<file path="src/rtl/prog_loader.sv">
// ============================================================================
//  Module   : prog_loader
//  Purpose  : Streams a program image into instruction memory. Receives bytes
//             over a valid/ready handshake, packs each LO/HI byte pair into one
//             9-bit instruction, writes it through a single memory write port,
//             and holds the CPU in reset until the whole image is written.
//  Options  : `define CHECKSUM_EN adds a trailing XOR checksum byte and an
//             error state; without it err is constant 0.
//  Ports    :
//    clk          in   system clock, rising edge
//    reset        in   asynchronous active-low reset
//    start        in   one-cycle load request (honoured in IDLE/DONE/ERR)
//    rx_data      in   [7:0] stream byte
//    rx_valid     in   rx_data is valid
//    rx_ready     out  loader accepts a byte this cycle
//    imem_we      out  instruction memory write enable
//    imem_addr    out  [ADDR_W-1:0]  write address
//    imem_wdata   out  [INSTR_W-1:0] write data
//    cpu_hold     out  keeps the CPU in reset while high
//    busy         out  load in progress
//    done         out  load completed successfully
//    err          out  checksum failure
//  Revision : 1.0  initial release
// ============================================================================
`default_nettype none

module prog_loader #(
  parameter int ADDR_W     = 8,
  parameter int INSTR_W    = 9,
  parameter int START_ADDR = 0
) (
  input  logic               clk,
  input  logic               reset,
  input  logic               start,
  input  logic [7:0]         rx_data,
  input  logic               rx_valid,
  output logic               rx_ready,
  output logic               imem_we,
  output logic [ADDR_W-1:0]  imem_addr,
  output logic [INSTR_W-1:0] imem_wdata,
  output logic               cpu_hold,
  output logic               busy,
  output logic               done,
  output logic               err
);

  // Remaining-instruction counter must represent 256 (length byte of 0).
  localparam int CNT_W = 9;
  localparam logic [ADDR_W-1:0] C_START = ADDR_W'(START_ADDR);

`ifdef CHECKSUM_EN
  typedef enum logic [2:0] {
    S_IDLE  = 3'd0,
    S_LEN   = 3'd1,
    S_LO    = 3'd2,
    S_HI    = 3'd3,
    S_WRITE = 3'd4,
    S_DONE  = 3'd5,
    S_CHK   = 3'd6,
    S_ERR   = 3'd7
  } state_t;
`else
  typedef enum logic [2:0] {
    S_IDLE  = 3'd0,
    S_LEN   = 3'd1,
    S_LO    = 3'd2,
    S_HI    = 3'd3,
    S_WRITE = 3'd4,
    S_DONE  = 3'd5
  } state_t;
`endif

  state_t               state_q, state_d;
  logic [ADDR_W-1:0]    addr_q, addr_d;
  logic [CNT_W-1:0]     cnt_q, cnt_d;
  logic [7:0]           lo_q, lo_d;
  logic [INSTR_W-1:0]   wdata_q, wdata_d;
  logic                 rx_ready_q, rx_ready_d;
  logic                 we_q, we_d;
  logic                 hold_q, hold_d;
  logic                 busy_q, busy_d;
  logic                 done_q, done_d;
  logic                 w_accept;
`ifdef CHECKSUM_EN
  logic [7:0]           xor_q, xor_d;
  logic                 err_q, err_d;
`endif

  assign w_accept = rx_valid & rx_ready_q;

  always_comb begin
    state_d = state_q;
    addr_d  = addr_q;
    cnt_d   = cnt_q;
    lo_d    = lo_q;
    wdata_d = wdata_q;
`ifdef CHECKSUM_EN
    xor_d   = xor_q;
`endif

    unique case (state_q)
      S_IDLE, S_DONE: begin
        if (start) begin
          state_d = S_LEN;
          addr_d  = C_START;
`ifdef CHECKSUM_EN
          xor_d   = 8'h00;
`endif
        end
      end
      S_LEN: begin
        if (w_accept) begin
          // A length byte of 0 encodes a full 256-instruction image.
          cnt_d   = (rx_data == 8'h00) ? CNT_W'(256) : {1'b0, rx_data};
          state_d = S_LO;
`ifdef CHECKSUM_EN
          xor_d   = xor_q ^ rx_data;
`endif
        end
      end
      S_LO: begin
        if (w_accept) begin
          lo_d    = rx_data;
          state_d = S_HI;
`ifdef CHECKSUM_EN
          xor_d   = xor_q ^ rx_data;
`endif
        end
      end
      S_HI: begin
        if (w_accept) begin
          // Only bit 0 of the HI byte carries instruction data.
          wdata_d = INSTR_W'({rx_data[0], lo_q});
          state_d = S_WRITE;
`ifdef CHECKSUM_EN
          xor_d   = xor_q ^ rx_data;
`endif
        end
      end
      S_WRITE: begin
        addr_d = addr_q + ADDR_W'(1);
        cnt_d  = cnt_q - CNT_W'(1);
        if (cnt_q == CNT_W'(1)) begin
`ifdef CHECKSUM_EN
          state_d = S_CHK;
`else
          state_d = S_DONE;
`endif
        end else begin
          state_d = S_LO;
        end
      end
`ifdef CHECKSUM_EN
      S_CHK: begin
        if (w_accept) begin
          state_d = ((xor_q ^ rx_data) == 8'h00) ? S_DONE : S_ERR;
        end
      end
      S_ERR: begin
        if (start) begin
          state_d = S_LEN;
          addr_d  = C_START;
          xor_d   = 8'h00;
        end
      end
`endif
      default: state_d = S_IDLE;
    endcase

    // Outputs are registered: decode them from the next state.
    rx_ready_d = (state_d == S_LEN) || (state_d == S_LO) || (state_d == S_HI)
`ifdef CHECKSUM_EN
                 || (state_d == S_CHK)
`endif
                 ;
    we_d   = (state_d == S_WRITE);
    hold_d = (state_d != S_DONE);
    done_d = (state_d == S_DONE);
    busy_d = (state_d == S_LEN) || (state_d == S_LO) || (state_d == S_HI)
             || (state_d == S_WRITE)
`ifdef CHECKSUM_EN
             || (state_d == S_CHK)
`endif
             ;
`ifdef CHECKSUM_EN
    err_d  = (state_d == S_ERR);
`endif
  end

  always_ff @(posedge clk or negedge reset) begin
    if (!reset) begin
      state_q    <= S_IDLE;
      addr_q     <= C_START;
      cnt_q      <= '0;
      lo_q       <= '0;
      wdata_q    <= '0;
      rx_ready_q <= 1'b0;
      we_q       <= 1'b0;
      hold_q     <= 1'b1;
      busy_q     <= 1'b0;
      done_q     <= 1'b0;
`ifdef CHECKSUM_EN
      xor_q      <= '0;
      err_q      <= 1'b0;
`endif
    end else begin
      state_q    <= state_d;
      addr_q     <= addr_d;
      cnt_q      <= cnt_d;
      lo_q       <= lo_d;
      wdata_q    <= wdata_d;
      rx_ready_q <= rx_ready_d;
      we_q       <= we_d;
      hold_q     <= hold_d;
      busy_q     <= busy_d;
      done_q     <= done_d;
`ifdef CHECKSUM_EN
      xor_q      <= xor_d;
      err_q      <= err_d;
`endif
    end
  end

  assign rx_ready   = rx_ready_q;
  assign imem_we    = we_q;
  assign imem_addr  = addr_q;
  assign imem_wdata = wdata_q;
  assign cpu_hold   = hold_q;
  assign busy       = busy_q;
  assign done       = done_q;
`ifdef CHECKSUM_EN
  assign err        = err_q;
`else
  assign err        = 1'b0;
`endif

endmodule

`default_nettype wire

</file>
<file path="config.mk">
export PLATFORM = sky130hd
export DESIGN_NAME = prog_loader
export DESIGN_NICKNAME = d
export VERILOG_FILES = /design/src/rtl/prog_loader.sv
export SDC_FILE = /design/constraint.sdc
export NUM_CORES = 1
export LEC_CHECK = 0
export BUFFER_PORTS_ARGS = -buffer_cell sky130_fd_sc_hd__buf_2
export CAP_MARGIN = 20
export CORE_MARGIN = 2
export CORE_UTILIZATION = 50
export CTS_CLUSTER_SIZE = 28
export DETAILED_ROUTE_END_ITERATION = 7
export HOLD_SLACK_MARGIN = 0.08
export PLACE_DENSITY = 0.81
export SETUP_SLACK_MARGIN = 0.5
export SKIP_CTS_REPAIR_TIMING = 1
export SLEW_MARGIN = 0
export SYNTH_ARGS = -nofsm -noshare
export SYNTH_HDL_FRONTEND = slang
export SYNTH_SLANG_ARGS = --single-unit
</file>
<file path="constraint.sdc">
create_clock -name clk -period 4 [get_ports clk]
set_clock_uncertainty 0.05 [all_clocks]
set_input_delay 0.2 -clock clk [delete_from_list [all_inputs] [get_ports clk]]
set_output_delay 0.2 -clock clk [all_outputs]
set_load 0.01 [all_outputs]
</file>
==> impl_metrics.ini, run 1 <==
[run_status]
status = complete, but fails checks
violations = negative hold slack

[sta]
finalHoldViolCount = 38
post-route-period-util_pct = 51.7
rsz0062_at_grt = no
hold_slack_ns = -0.0251
timing.max_slew.rel_slack_pct = 40.1
finalWorstSetupSlack_ns = 1.93
slew_viol_final = 0
timing.fmax_mhz = 483
tightest_slew_ns = 0.899
setup_viol = 0
min_period_ns = 2.07
setup_tns_ns = 0

[synth]
seq_area_frac_synth_pct = 53.8
synth_nets = 193
synth-edff-count = 0
synthArstFlopShare_pct = 100
syn-cell-area_mm2 = 0.00196
syn_area_per_cell_um2 = 11.0
syn-instance-count = 178
synth_cell_types = 44
synth_flop_cell = dfrtp_1
synth_seq_cells = 42
yosys_warnings = 0

[worst_setup_path]
worst_ep_arrival_time_ns = 2.21
cp_data_required_time_ns = 4.14
cp_max_fo = 12
ff2ff_path_depth = 4
crit_type = flop to flop
endpoint_kind = flop
cp-start-kind = flop

[clock_network]
cts_buffers = 5
clk_path_buf_depth = 2
clk_latency_ns = 0.29
path_clk_slew_ns = 0.09
htree_levels = 2
numClockSinks = 42
cts_tree = done
root_buffer = clkbuf_8

[die]
die_h_um = 66.5
die-area_mm2 = 0.00443
io_pins = 35
dieWidth_um = 66.5
initial_core_util_pct = 52.6
fp-row-count = 22
core_mm2 = 0.00372

[cells_and_area]
final_common_cell = dfrtp_1
nets = 226
most-common-layout-cells = 41 x dfrtp_1, 33 x buf_2, 17 x mux2_2
drive_gt1_share_pct = 30.2
diodes = 0
nFillCells = 303
final_cells = 260
syn_to_final_growth_pct = 14.3

[run]
maxCapViolCount = 0

[route]
vias = 1508
avgViaCountPerCell = 5.80
final_antenna_net_count = 0
finalWirelength_um = 3820
wire_per_inst_um = 14.7
first_iter_violations = 92
drcViolationCount = 0
drt_first_pass_iters = 4

[worst_hold_path]
min_path_type = primary input to async pin

[placement]
dp_hpwl_um = 2580
gp_congestion = 0.857
dpl_worst_slack_ns = 1.96
port_buffers = 33
numPlacedInstances = 252

[global_route]
grt_pass1_vias = 1429
grt_max_degree = 43
antenna_found_initial = 0
grt_pass1_wl_um = 6800
grt_usage_pct = 20.2
grt_overflow = 0

[pwr]
power.density_mw_per_mm2 = 710
ir_drop_uv = 395
p_leak_nw = 0.984
## cells by family after synthesis
kind of cell / after synthesis / synth area share, %
other cells: 1 / 0.192
fa+ha+maj: 3 / 1.92
simple gates: 53 / 15.1
compound gates: 46 / 15.1
buf+inv: 14 / 3.20
mux: 17 / 9.79
xor+xnor: 2 / 0.896
flops: 42 / 53.8
## layout make-up
type,count,area (um2),area share [%]
Clock buffer,6,72.6,3.25
Clock inverter,2,15.0,0.672
Inverter,6,22.5,1.01
Multi-Input combinational cell,122,841,37.6
Sequential cell,42,1050,47.1
Tap cell,48,60.1,2.69
Timing Repair Buffer,34,173,7.72
## synth_stat cells, types with 2 or more instances
master | count | area, um2
ha_1 | 3 | 37.5
mux2_2 | 17 | 191
nand4_1 | 3 | 18.8
clkbuf_1 | 2 | 7.51
o211ai_1 | 5 | 37.5
o21ai_0 | 13 | 65.1
xnor2_1 | 2 | 17.5
buf_2 | 5 | 25.0
inv_1 | 6 | 22.5
or4_1 | 3 | 22.5
a21oi_1 | 10 | 50.1
nor4_1 | 4 | 25.0
or3_1 | 2 | 12.5
nand2_1 | 16 | 60.1
nor2_1 | 5 | 18.8
nor2b_1 | 3 | 18.8
a31oi_1 | 3 | 18.8
dfrtp_1 | 41 | 1030
a311oi_1 | 2 | 17.5
o31ai_1 | 3 | 22.5
nand3_1 | 7 | 35.0
## critical path, cell delays in order, from the launching register on
cell	delay [ns]
dfrtp_1	0.57
nand3_1	0.31
o31ai_1	0.67
a21oi_1	0.13
a311oi_1	0.23
## report_power, final
group	total (W)	switching (W)	internal [W]
Sequential	0.000770	0.000169	0.000601
Clock	0.000270	0.000147	0.000123
Combinational	0.000547	0.000277	0.000270
Total	0.00159	0.000593	0.000994
## registers in the layout, summed over array words and instances, names as in the netlist
register	cells
cnt_q	9
imem_wdata	9
imem_addr	8
lo_q	8
state_q	3
busy	1
cpu_hold	1
done	1
imem_we	1
rx_ready	1
## stage by stage
step	power (W)	area [um2]	hold WS [ns]	utilization, %
final	0.00159	2240	-0.0251	60.2
after global routing	0.00171	2240	0.0879	60.2
after CTS	0.00159	2240	0.0235	60.2
after detailed placement	0.00132	2150	0.336	57.8
after global placement	0.00130	2150	0.333	57.8
after floorplan	0.00115	1960	-0.146	-
## routing by layer
metal	share of wire, %	vias to the layer above	wire [um]	global-route usage, %
met4	0.78	0	30	7.65
li1	-	729	-	-
met3	5.2	4	199	3.72
met5	0	-	0	0
met2	45	46	1720	30.0
met1	49	729	1870	29.4
## path summary, 6_finish.rpt
kind,start,to,slack (ns)
setup / recovery,state_q[0]$_DFF_PN0_,cnt_q[6]$_DFFE_PN0P_,1.93
max in group asynchronous,reset,cnt_q[4]$_DFFE_PN0P_,3.35
min in group clk,rx_data[3],cnt_q[3]$_DFFE_PN0P_,0.11
hold reg to reg,imem_addr[7]$_DFFE_PN0P_,imem_addr[7]$_DFFE_PN0P_,0.45
hold / removal,reset,imem_addr[0]$_DFFE_PN0P_,-0.03
setup reg to reg,state_q[0]$_DFF_PN0_,cnt_q[6]$_DFFE_PN0P_,1.93
Power figures use the tool's default switching activity.
==> run 2: changes to the inputs <==
- ABC_AREA: not set -> 1
- PLACE_DENSITY: 0.81 -> 0.8
- clock period: 4 -> 2.06 ns (I/O delays scaled with it)
==> run 2 against run 1 <==
Effect of this change: the run now ends clean; synthesized area is 6.1% higher; synthesized cell count is 39% higher; wire length is 16% higher; critical path depth is 7 higher; power is 93% higher; sequential cell count stayed put; worst setup slack worse by 1.4 ns; clock power is 100% higher; critical path type unchanged; largest cell class unchanged.
==> impl_metrics.ini, run 2 <==
[worst_hold_path]
min_path_type = primary input to flop

[global_route]
antenna_found_initial = 0
grt_pass1_wl_um = 6630
grt_max_degree = 29
grt_usage_pct = 19.4
grt_overflow = 0
grt_pass1_vias = 1495

[placement]
gp_congestion = 0.817
dp_hpwl_um = 3080
port_buffers = 33
dpl_cell_area_mm2 = 0.00226

[route]
vias = 1788
finalWirelength_um = 4450
wire_per_inst_um = 12.9
drcViolationCount = 0
first_iter_violations = 145
drt_first_pass_iters = 4
avgViaCountPerCell = 5.18
final_antenna_net_count = 0

[worst_setup_path]
reg2reg_from = cnt_q[1]$_DFFE_PN0P_
ff2ff_path_depth = 11
worst_ep_arrival_time_ns = 1.66
cp_slowest_cell = dfrtp_1
path_common_cell = nand2_1
path_delay_family = simple AND/OR/NAND/NOR gates
path_buf_inv = 4
reg2reg_to = busy$_DFF_PN0_
crit_path_max_incr_delay_ns = 0.40
endpoint_kind = flop
cp_cell_sequence = inv_2, ha_1, inv_1, nor2_1, nand2_1, nor2_4, inv_2, o21ai_2, inv_1, nand2_1, nand2_1
crit_type = flop to flop
worst-path-stages = 11
cp-start-kind = flop
cp_data_required_time_ns = 2.20
r2r_slack_ns = 0.54
crit_path_start = cnt_q[1]$_DFFE_PN0P_
crit_end = busy$_DFF_PN0_
cp_max_fo = 3

[clock_network]
clk_path_buf_depth = 2
cts_tree = done
htree_levels = 2
numClockSinks = 42
cts_buffers = 5
root_buffer = clkbuf_8
path_clk_slew_ns = 0.09
clk_latency_ns = 0.30

[pwr]
power.switching_w = 0.00125
p_leak_nw = 1.32
power.density_mw_per_mm2 = 1220
ir_drop_uv = 579
p_int_w = 0.00181
clockPowerShare_pct = 17.9
power_frac_seq_pct = 43.7
comb_power_share_pct = 38.4
switching_share_pct = 40.9

[synth]
synth_flop_cell = dfrtp_1
synth-compound-area-share_pct = 10.7
post-synth-top-count-cell = nand2_1
synth-xor-area-share_pct = 1.27
synthArstFlopShare_pct = 100
synth-edff-count = 0
synth_cell_types = 32
seq_area_frac_synth_pct = 50.7
synthAdderAreaFrac_pct = 1.81
syn-instance-count = 248
syn-cell-area_mm2 = 0.00208
synth.top_cells.by_area = dfrtp_1 49%, nand2_1 13%, inv_1 5.1%
synth_top_family_by_area = simple AND/OR/NAND/NOR gates
yosys_warnings = 0
synth_seq_cells = 42
synth_nets = 263
synthMuxAreaShare_pct = 0
yosys-top-cells-count = 71 x nand2_1, 41 x dfrtp_1, 28 x inv_1
syn_area_per_cell_um2 = 8.37
yosysTopAreaCell = dfrtp_1
yosys.area_share.simple_pct = 26.8
netlist.area_leader.share_pct = 49.4

[sta]
min_period_ns = 1.52
timing.fmax_mhz = 659
finalHoldViolCount = 0
slew_viol_final = 0
rsz0062_at_grt = yes
setup_viol = 0
post-route-period-util_pct = 73.7
setup_tns_ns = 0

[cells_and_area]
nets = 309
diodes = 0
final_common_cell = nand2_1
syn_to_final_growth_pct = 20.8
most-common-layout-cells = 71 x nand2_1, 41 x dfrtp_1, 33 x buf_2
design_area_mm2 = 0.00251
drive_gt1_share_pct = 25.1

[run]
maxCapViolCount = 0

[die]
die-area_mm2 = 0.00468
dieWidth_um = 68.4
core_mm2 = 0.00400
initial_core_util_pct = 51.9
io_pins = 35
die_h_um = 68.4
fp-row-count = 23

[run_status]
status = complete, no violations
==> run 2: per-stage QoR <==
stage | std cells | power (W) | worst slack (ns) | util, % | hold WS [ns]
finish | 345 | 0.00307 | 0.542 | 62.7 | 0.0717
global route | 345 | 0.00331 | 0.360 | 62.7 | 0.102
CTS | 334 | 0.00295 | 0.444 | 58.8 | -0.345
detailed placement | 326 | 0.00240 | 0.458 | 56.4 | -0.0200
global placement | 326 | 0.00234 | 0.531 | 56.4 | -0.0250
floorplan | 248 | 0.00210 | 0.696 | - | -0.243
==> run 2: cells by family after synthesis <==
| logic type | after synthesis |
|---|---|
| compound gates | 38 |
| xor+xnor | 3 |
| other cells | 1 |
| simple gates | 122 |
| flops | 42 |
| fa+ha+maj | 3 |
| buf+inv | 39 |
==> run 2: worst min-delay path, cell delays in order <==
cell     delay [ns]
buf_2          0.12
a21oi_1        0.07
nand2_1        0.05
o21ai_1        0.05
==> run 2: worst min path at each step <==
| stage | end | slack [ns] | cells after the start | startpoint |
|---|---|---|---|---|
| 6_report | imem_addr[7]$_DFFE_PN0P_ | 0.07 | 4 | start |
| 5_1_grt | imem_addr[7]$_DFFE_PN0P_ | 0.10 | 4 | start |
| 4_1_cts | imem_addr[2]$_DFFE_PN0P_ | -0.34 | 1 | reset |
| 3_5_place_dp | imem_addr[0]$_DFFE_PN0P_ | -0.02 | 1 | reset |
| 3_3_place_gp | imem_addr[0]$_DFFE_PN0P_ | -0.02 | 1 | reset |
| 2_1_floorplan | busy$_DFF_PN0_ | -0.24 | 0 | reset |
==> run 2: area by class of cell <==
type,count,area (um2)
timing repair buffer,45,275
tap,50,62.6
multi-input combinational,167,897
clock buffer,5,68.8
fill,336,1490
inverter,33,126
clock inverter,3,25.0
sequential,42,1050
==> run 2: power groups by stage <==
| stage | registers (W) | logic (W) | clock network, W |
|---|---|---|---|
| floorplan | 0.00136 | 0.000740 | 0 |
| finish | 0.00134 | 0.00118 | 0.000549 |
| global route | 0.00137 | 0.00134 | 0.000593 |
| CTS | 0.00133 | 0.00106 | 0.000565 |
| detailed placement | 0.00134 | 0.00106 | 0 |
| global placement | 0.00132 | 0.00102 | 0 |
==> run 2: metal layers <==
metal | vias up | global-route usage (%) | wire (um)
li1 | 892 | - | -
met1 | 828 | 26.1 | 1950
met2 | 61 | 29.1 | 2140
met3 | 7 | 5.26 | 271
met4 | 0 | 9.00 | 90
met5 | - | 0 | 0
==> run 3: changes to the inputs <==
- ABC_AREA: 1 -> 0
- PLACE_DENSITY: 0.8 -> 0.81
- clock period: 2.06 -> 1.6 ns (I/O delays scaled with it)
==> run 3 against run 2 <==
Effect of this change: the run now ends with negative setup slack left; critical endpoint is now cnt_q[6]$_DFFE_PN0P_; register-to-register slack got worse by 0.70 ns; clock power increased by 27%; worst setup slack lost 0.70 ns; combinational power grew 120%; global-route usage up 3.3 points; critical path depth shrank 5; fmax decreased by 14%.
==> impl_metrics.ini, run 3 (synthesis results as in run 1) <==
[sta]
min_period_ns = 1.76
timing.max_slew.rel_slack_pct = 62.3
setup_viol = 8
rsz0062_at_grt = yes
timing.fmax_mhz = 568
finalHoldViolCount = 0
slew_viol_final = 0
tightest_slew_ns = 0.563
setup_tns_ns = -0.633
finalWorstSetupSlack_ns = -0.161
post-route-period-util_pct = 110

[clock_network]
cts_tree = done
root_buffer = clkbuf_8
htree_levels = 2
clk_path_buf_depth = 2
cts_buffers = 5
clk_latency_ns = 0.30
path_clk_slew_ns = 0.09
numClockSinks = 42

[route]
vias = 1843
final_antenna_net_count = 0
first_iter_violations = 226
drcViolationCount = 0
finalWirelength_um = 5740
wire_per_inst_um = 18.9
avgViaCountPerCell = 6.06
drt_first_pass_iters = 5

[worst_setup_path]
crit_type = flop to flop
reg2reg_to = cnt_q[6]$_DFFE_PN0P_
cp_max_fo = 3
cp_data_required_time_ns = 1.76
ff2ff_path_depth = 6
crit_end = cnt_q[6]$_DFFE_PN0P_
crit_path_start = cnt_q[0]$_DFFE_PN0P_
r2r_slack_ns = -0.16
reg2reg_from = cnt_q[0]$_DFFE_PN0P_
cp-start-kind = flop
endpoint_kind = flop
worst_ep_arrival_time_ns = 1.92

[cells_and_area]
final_cells = 304
nets = 270
final_common_cell = dfrtp_1
nFillCells = 197
drive_gt1_share_pct = 52.3
design_area_mm2 = 0.00294
syn_to_final_growth_pct = 50.2
most-common-layout-cells = 37 x dfrtp_1, 33 x buf_2, 24 x buf_4
diodes = 0

[placement]
gp_congestion = 0.967
numPlacedInstances = 277
dpl_cell_area_mm2 = 0.00251
port_buffers = 33
dp_hpwl_um = 3470

[global_route]
grt_max_degree = 22
grt_pass1_wl_um = 7580
antenna_found_initial = 0
grt_usage_pct = 22.7
grt_overflow = 0
grt_pass1_vias = 1654

[die]
die-area_mm2 = 0.00443
fp-row-count = 22
die_h_um = 66.5
dieWidth_um = 66.5
core_mm2 = 0.00372
io_pins = 35
initial_core_util_pct = 52.6

[pwr]
power.switching_w = 0.00207
clockPowerShare_pct = 13.3
p_int_w = 0.00320
power.density_mw_per_mm2 = 1790
switching_share_pct = 39.4
power_frac_seq_pct = 37.2
p_leak_nw = 1.30
comb_power_share_pct = 49.5
ir_drop_uv = 1060

[run]
maxCapViolCount = 0

[worst_hold_path]
min_path_type = primary input to flop
min_path_cells = 4

[run_status]
status = complete, but fails checks
violations = negative setup slack
-- run 3: cell types whose count changed in the layout (fill, tap and decap cells not counted), sizes merged, moves of 3 or more --
cell | previous run | this run
o21ai | 22 | 13
buf | 37 | 69
o31ai | 0 | 3
nor2 | 23 | 6
inv | 34 | 7
nor2b | 0 | 3
nand2 | 74 | 16
nand3 | 20 | 7
or4 | 0 | 3
mux2 | 0 | 17
nor4 | 0 | 4
-- run 3: worst min path at each step --
stage	startpoint	to
3_3_place_gp	reset	imem_addr[2]$_DFFE_PN0P_
4_1_cts	reset	imem_wdata[8]$_DFFE_PN0P_
2_1_floorplan	reset	busy$_DFF_PN0_
5_1_grt	rx_valid	rx_ready$_DFF_PN0_
3_5_place_dp	reset	imem_addr[2]$_DFFE_PN0P_
6_report	rx_valid	rx_ready$_DFF_PN0_
-- run 3: final cells by class --
class,instances,area [um2],area share (%)
Multi-Input combinational cell,122,1110,37.9
Sequential cell,42,1060,36.0
Timing Repair Buffer,78,588,20.0
Clock buffer,5,68.8,2.34
Tap cell,48,60.1,2.04
Inverter,6,25.0,0.852
Clock inverter,3,23.8,0.809
-- run 3: through the flow --
stage          setup WS [ns]  utilization, %  total power (W)  hold WS, ns
4_1_cts               -0.144            69.9          0.00474       -0.313
3_5_place_dp          -0.118            67.4          0.00404       0.0126
2_1_floorplan        -0.0301               -          0.00326       -0.266
5_1_grt               -0.229            79.1          0.00552        0.156
3_3_place_gp         -0.0309            67.4          0.00394      0.00730
6_report              -0.161            79.1          0.00527        0.153
-- run 3: critical path, stage by stage, from the launching register on --
cell and delay, ns:
dfrtp_1 0.41, inv_2 0.10, ha_4 0.14, or3b_4 0.41, o31ai_4 0.18, a21oi_1 0.12
a311oi_1 0.28
-- run 3: power groups by stage --
stage | registers, W | clock network (W) | logic, W
floorplan | 0.00191 | 0 | 0.00135
finish | 0.00196 | 0.000699 | 0.00261
detailed placement | 0.00188 | 0 | 0.00216
CTS | 0.00187 | 0.000701 | 0.00217
global route | 0.00201 | 0.000758 | 0.00275
global placement | 0.00186 | 0 | 0.00208
-- run 3: layer usage --
| layer | part of all wire [%] | wire length, um | global-route usage, % |
|---|---|---|---|
| met5 | 0 | 0 | 0 |
| met2 | 48 | 2780 | 35.3 |
| met1 | 41 | 2360 | 30.7 |
| met3 | 7.4 | 423 | 5.07 |
| met4 | 3.0 | 170 | 9.44 |
